### src/rtl/adex_spike_event_fifo.sv
// adex_spike_event_fifo: timestamps spike onsets into a FIFO streamed out as byte pairs.
// Define SPIKE_RATE_EN to add the windowed spike-rate output rate_out.
module adex_spike_event_fifo #(
  parameter int DEPTH = 8,
  parameter int ADDR_W = 3
`ifdef SPIKE_RATE_EN
  , parameter int RATE_WIN_LOG2 = 10
`endif
) (
  input  logic            clk,
  input  logic            rst_n,
  input  logic            spike_in,
  input  logic            enable,
  input  logic            clr,
  input  logic            rd_strobe,
  output logic [7:0]      data_out,
  output logic            valid,
  output logic            overflow,
  output logic [7:0]      drop_cnt,
  output logic [ADDR_W:0] level
`ifdef SPIKE_RATE_EN
  , output logic [7:0]    rate_out
`endif
);
  logic [15:0] mem [DEPTH];
  logic [15:0] ts_q, head;
  logic [ADDR_W-1:0] wr_q, rd_ptr_q;
  logic [ADDR_W:0] level_q;
  logic [7:0] drop_q;
  logic phase_q, spike_q, rd_q, ovf_q;
  logic evt, pop_byte, pop, full, push, drop;

  assign evt      = spike_in & ~spike_q & enable;
  assign valid    = level_q != '0;
  assign pop_byte = rd_strobe & ~rd_q & valid;
  assign pop      = pop_byte & phase_q;
  assign full     = level_q == (ADDR_W+1)'(DEPTH);
  // A pop on the same edge frees a slot, so a full FIFO still accepts the event.
  assign push     = evt & (~full | pop);
  assign drop     = evt & full & ~pop;
  assign head     = mem[rd_ptr_q];
  assign data_out = !valid ? 8'h00 : phase_q ? head[7:0] : head[15:8];
  assign level    = level_q;
  assign overflow = ovf_q;
  assign drop_cnt = drop_q;

  always_ff @(posedge clk or negedge rst_n)
    if (!rst_n) begin
      ts_q <= '0;
      wr_q <= '0;
      rd_ptr_q <= '0;
      level_q <= '0;
      drop_q <= '0;
      phase_q <= 1'b0;
      spike_q <= 1'b0;
      rd_q <= 1'b0;
      ovf_q <= 1'b0;
    end else begin
      spike_q <= spike_in;
      rd_q <= rd_strobe;
      if (clr) begin
        ts_q <= '0;
        wr_q <= '0;
        rd_ptr_q <= '0;
        level_q <= '0;
        drop_q <= '0;
        phase_q <= 1'b0;
        ovf_q <= 1'b0;
      end else begin
        if (enable) ts_q <= ts_q + 16'd1;
        if (push) wr_q <= wr_q + ADDR_W'(1);
        if (pop) rd_ptr_q <= rd_ptr_q + ADDR_W'(1);
        if (pop_byte) phase_q <= ~phase_q;
        level_q <= level_q + (ADDR_W+1)'(push) - (ADDR_W+1)'(pop);
        if (drop) ovf_q <= 1'b1;
        if (drop && drop_q != 8'hFF) drop_q <= drop_q + 8'd1;
      end
    end

  always_ff @(posedge clk)
    if (push && !clr) mem[wr_q] <= ts_q;

`ifdef SPIKE_RATE_EN
  logic [RATE_WIN_LOG2-1:0] win_q;
  logic [7:0] rcnt_q, rcnt_d;
  // The event on the wrapping edge belongs to the window being closed.
  assign rcnt_d = (evt && rcnt_q != 8'hFF) ? rcnt_q + 8'd1 : rcnt_q;

  always_ff @(posedge clk or negedge rst_n)
    if (!rst_n) begin
      win_q <= '0;
      rcnt_q <= '0;
      rate_out <= '0;
    end else if (clr) begin
      win_q <= '0;
      rcnt_q <= '0;
      rate_out <= '0;
    end else if (enable) begin
      win_q <= win_q + RATE_WIN_LOG2'(1);
      if (&win_q) begin
        rate_out <= rcnt_d;
        rcnt_q <= '0;
      end else begin
        rcnt_q <= rcnt_d;
      end
    end
`endif
endmodule

### config.mk
export PLATFORM = sky130hd
export DESIGN_NAME = adex_spike_event_fifo
export DESIGN_NICKNAME = d
export VERILOG_FILES = /design/src/rtl/adex_spike_event_fifo.sv
export SDC_FILE = /design/constraint.sdc
export NUM_CORES = 1
export LEC_CHECK = 0
export BUFFER_PORTS_ARGS = -buffer_cell sky130_fd_sc_hd__buf_2
export CAP_MARGIN = 20
export CORE_UTILIZATION = 55
export CTS_CLUSTER_DIAMETER = 120
export DETAILED_ROUTE_END_ITERATION = 6
export HOLD_SLACK_MARGIN = 0.02
export PLACE_DENSITY_LB_ADDON = 0.3
export SYNTH_ARGS = -nofsm -noshare
export SYNTH_HDL_FRONTEND = slang
export SYNTH_SLANG_ARGS = --single-unit
### constraint.sdc
create_clock -name clk -period 2.9 [get_ports clk]
set_input_delay 0.58 -clock clk [delete_from_list [all_inputs] [get_ports clk]]
set_output_delay 0.58 -clock clk [all_outputs]
set_load 0.02 [all_outputs]
Word level (Yosys, flattened, before mapping)
Memory sizes are Yosys's and may differ from the RTL's.
Cells that the tools add are included.
{ "classes": {"addsub": 6, "reduce_logical": 10, "mux": 17, "n_bitwise": 14, "n_eq_ne": 2} }
{ "op_table": {"columns": ["cell", "count"], "rows": [
  ["two-way mux 16 bit", 2],
  ["two-way mux 8 bit", 4],
  ["adder 16 x 1 -> 16 bit, second input constant", 1],
  ["two-way mux 3 bit", 4],
  ["nonzero test 2 bit", 6],
  ["adder 8 x 1 -> 8 bit, second input constant", 1],
  ["bitwise AND 1 bit", 8],
  ["!= test 8 bit, second input constant", 1],
  ["adder 3 x 1 -> 3 bit, second input constant", 2],
  ["two-way mux 1 bit", 6],
  ["NOT 1 bit", 5],
  ["adder 4 x 1 -> 4 bit", 1],
  ["equality test 4 bit, second input constant", 1],
  ["two-way mux 4 bit", 1],
  ["nonzero test 4 bit", 1],
  ["subtractor 4 x 1 -> 4 bit", 1],
  ["logical AND 1 bit", 2],
  ["zero test 1 bit", 1],
  ["bitwise OR 1 bit", 1]
]} }
{ "totals": {"word_cells": 59, "ff_bits": 38, "ramBits": 128, "output_inout_bits": 22, "in_bits": 6, "memories": 1} }
{ "memory_table": {"columns": ["memory", "depth", "width", "rd", "rd_ports_with_merged_regs", "wr", "line", "source"], "rows": [
  ["mem", 8, 16, 1, 0, 1, "25", "logic [15:0] mem [DEPTH];"]
]} }

Depth between registers and ports, before layout
{ "depth": {"depth_word": 9, "depth_mapped": 11, "mapped_depth_nobuf": 10} }

Worst setup path after synthesis
Ideal clock, no wire load.
{ "synth_path": {"path_kind": "reg2reg", "startpoint": "register level_q[2] (netlist: level[2])", "endpoint": "memory mem[0][0], enable pin", "t_arrival_ns": 2.861, "t_required_ns": 2.491, "n_path_buf": 0, "period_less_slack_ns": 3.271, "setup_ns": 0.409, "path_stages_with_launch": 7, "slack_ns": -0.371, "cell_sequence": "dfrtp_1 > inv_1 > ha_1 > nor4bb_1 > o21ai_0 > or3_1 > nor3_1"} }
{ "synth_via": {"elab_chain_len": 8, "word_cells_on_any_way": 10, "cone_classes": "1 x eq/ne; 2 x mux; 5 x bitwise; 2 x reduce/logical"} }
{ "synth_lines": {"columns": ["element", "line", "source"], "rows": [
  ["from (decl)", "28", "logic [ADDR_W:0] level_q;"],
  ["from (signal assigned)", "74", "level_q <= level_q + (ADDR_W+1)'(push) - (ADDR_W+1)'(pop);"],
  ["nonzero test 4 bit", "34", "assign valid = level_q != '0;"],
  ["bitwise AND 1 bit", "35", "assign pop_byte = rd_strobe & ~rd_q & valid;"],
  ["bitwise AND 1 bit", "36", "assign pop = pop_byte & phase_q;"],
  ["bitwise OR 1 bit (*)", "39", "assign push = evt & (~full | pop);"],
  ["bitwise AND 1 bit (*)", "39", null],
  ["logical AND 1 bit (*)", "81", "if (push && !clr) mem[wr_q] <= ts_q;"],
  ["two-way mux 1 bit (*)", "81", null],
  ["two-way mux 1 bit (implied by the code) (*)", "81", null],
  ["to (decl)", "25", null]
]} }
Mark *: on every way between the ends. The rest lies on a longest branch, timed or not.

Worst setup path after layout
{ "layout_path": {"startpoint": "register level_q[2] (netlist: level[2])", "endpoint": "output data_out[7]"} }
{ "layout_via": {"elab_chain_len": 2} }
{ "layout_lines": {"columns": ["element", "line", "source"], "rows": [
  ["nonzero test 4 bit", "34", null],
  ["two-way mux 8 bit", "42", "assign data_out = !valid ? 8'h00 : phase_q ? head[7:0] : head[15:8];"],
  ["to (decl)", "16", "output logic [7:0] data_out,"]
]} }
No other way between the ends.

==> impl_metrics.csv <==
group,metric,value,unit
timing,fin_crit_sh,97.6,%
clock_tree,cts_buffers,17,
critical_path,end_kind,"primary output",
min_path,hold_class,"in -> async",
die,dieHeight,113,um
yosys,postSynth.asyncResetShare,22.9,%
routing,drt-total-wl,13.3,mm
yosys,synthesis.area,6820,um2
timing,finClkSkew,0.00902,ns
yosys,synth_area_leaders,"edfxtp_1 (56%), dfrtp_1 (14%), mux4_2 (11%)",
placement,post-place-ws,0.173,ns
timing,timing.fmax,0.353,GHz
power,peakVddDrop,0.000470,V
status,status,"finished clean",
yosys,ys_types,45,
yosys,synth-edff-count,128,
yosys,synth_top_area_share,56.4,%
routing,num_vias,3778,
placement,dpl_cell_area,7330,um2
timing,final_max_slew_viol_count,0,
routing,viasPerCell,5.89,
global_routing,grt_remaining_overflow,0,
critical_path,cp-start-kind,"flop",
placement,place_congestion,0.847,
routing,avgRoutedWirePerCell,20.7,um
clock_tree,holdBufCountCts,0,
timing,hold_violations,0,
timing,fin_ws,0.0697,ns
die,core_area,12100,um2
finish,areaGrowthSynthToFinish,16.3,%
clock_tree,clock_latency,0.42,ns
clock_tree,cts.sinks,166,
global_routing,grt_max_degree,39,
yosys,synth_fp_nets,430,
clock_tree,cts_root_buf,"clkbuf_16",
timing,maxSlewHeadroom,40.0,%
timing,worst_pin_slew,0.893,ns
critical_path,worstPathMaxFanout,7,
yosys,yosys_warnings,0,
routing,route.detailed.drc,0,
die,chipWidth,113,um
power,power_leakage,2.85,nW
yosys,synthCells,414,
routing,final_antenna_net_count,0,
die,io_pins,28,
routing,drt-initial-drc-count,308,
die,start_util,56.5,%
power,p_per_area,630,nW/um2
clock_tree,clkSlewWorstSetupHoldPaths,0.06,ns
finish,antenna_cells,0,
timing,rsz0062_at_grt,"no",
global_routing,grt_pass1_wl,21.2,mm
finish,layout-drive-gt1-share,23.3,%
timing,setup_viol,0,
clock_tree,tritoncts,"done",
clock_tree,htree_levels,4,
timing,finalSetupTns,0,ns
placement,port-buffer-count,27,
critical_path,rrSetupSlack,0.32,ns
die,dieArea,12800,um2
die,rows,40,
critical_path,crit_type,"reg -> out",
critical_path,r2r_cells,9,
global_routing,grt_pass1_vias,3961,
yosys,yosysTopAreaCell,"edfxtp_1",
timing,min_period,2.83,ns
global_routing,gr-usage-all-layers,23.2,%
global_routing,antenna_found_initial,0,
yosys,ys_seq_area_share,70.3,%
job,drv_cap,0,
finish,fin_nets,476,
critical_path,cp.required,2.32,ns
yosys,ys_ff_latch,166,
yosys,syn_avg_cell_area,16.5,um2
placement,place.detailed.hpwl,8.28,mm
critical_path,crit_arrival,2.25,ns
yosys,yosys_most_used_dff,"edfxtp_1",
finish,stdcell_area,7930,um2
clock_tree,max-clock-path-buffers,2,
finish,fillerInstances,817,
routing,dr.pass1.iters,5,
==> registers in the layout (all words and copies together), names as in the netlist <==
name      flops
mem         128
overflow      1
drop_cnt      8
wr_q          3
rd_ptr_q      3
ts_q         16
spike_q       1
level         4
phase_q       1
rd_q          1
==> per-stage QoR <==
step	power, mW	util (%)	hold WS [ns]	cells
finish	5.00	65.7	0.269	641
global route	5.13	65.7	0.267	641
CTS	5.01	65.6	0.258	641
detailed placement	2.90	60.7	0.503	608
global placement	2.88	60.7	0.500	608
floorplan	2.81	-	0.284	414
==> path summary, 6_finish.rpt <==
path	startpoint	to
max	level[2]	data_out[7]
min	rst_n	wr_q[2]
max reg2reg	level[2]	level[1]
min reg2reg	overflow	overflow
max in group asynchronous	rst_n	rd_ptr_q[0]
min in group clk	spike_in	spike_q
==> critical path: stages (launching register included) <==
cell	delay [ns]
dfrtp_1	0.38
inv_2	0.07
ha_1	0.15
or3b_4	0.45
nand3_4	0.17
o22ai_1	0.11
a221o_1	0.30
buf_2	0.17
==> repair_timing <==
action,in CTS,in global routing
hold endpoints to repair,0,0
buffers inserted,1,0
pin swaps,0,1
endpoints found under the setup margin,8,7
gates resized for setup,7,4
==> layer usage <==
metal | track usage [%] | routed length [um] | vias up
met3 | 4.82 | 573 | 23
met4 | 10.7 | 266 | 0
met2 | 40.1 | 7020 | 106
li1 | - | - | 1722
met1 | 28.2 | 5420 | 1927
met5 | 0 | 0 | -
==> cell families (layout without fill, tap and decap cells) <==
| logic type | count (synthesis) | after routing | synth area share, % |
|---|---|---|---|
| DFF | 166 | 166 | 70.3 |
| and+or+nand+nor | 98 | 98 | 7.30 |
| AOI/OAI and AO/OA | 47 | 47 | 4.81 |
| buffers and inverters | 41 | 100 | 2.40 |
| muxes | 37 | 37 | 11.3 |
| xor gates and xnor gates | 15 | 15 | 1.93 |
| adders and majority gates | 10 | 10 | 1.94 |
==> cells in the final DEF, fill, tap and decap left out, types with 10 or more instances in the layout <==
cell / n
a21oi_1: 10
inv_1: 25
nor2_1: 26
buf_2: 27
edfxtp_1: 128
nand2_1: 17
clkbuf_16: 17
dfrtp_1: 37
mux4_2: 32
==> synth_stat cells (2+ instances only) <==
cell      number
edfxtp_1     128
dfrtp_1       38
mux4_2        32
nor2_1        28
inv_1         26
nand2_1       18
nand3_1       11
a21oi_1       10
ha_1           9
xnor2_1        9
nand4_1        8
o21ai_0        8
a221o_1        7
clkbuf_1       7
o22ai_1        7
nor4_1         6
or3_1          6
xor2_1         6
buf_2          5
mux2i_1        5
nor3_1         5
nor2b_1        3
o41ai_1        3
and3_1         2
buf_1          2
nand2b_1       2
o211ai_1       2
o311ai_0       2
o31ai_1        2
or4_1          2
==> where the power goes <==
group	total [mW]	internal (mW)	switching [mW]
sequential	2.59	2.57	0.0246
clock	2.11	1.26	0.853
combinational	0.298	0.112	0.185
total	5.00	3.93	1.06
==> layout make-up <==
cell class	instances	area, um2	area share [%]
sequential	166	4800	60.5
multi-input combinational	207	1910	24.1
clock buffer	22	444	5.60
timing repair buffer	42	364	4.59
tap	168	210	2.65
clock inverter	10	106	1.34
inverter	26	97.6	1.23
Power figures use the tool's default switching activity.
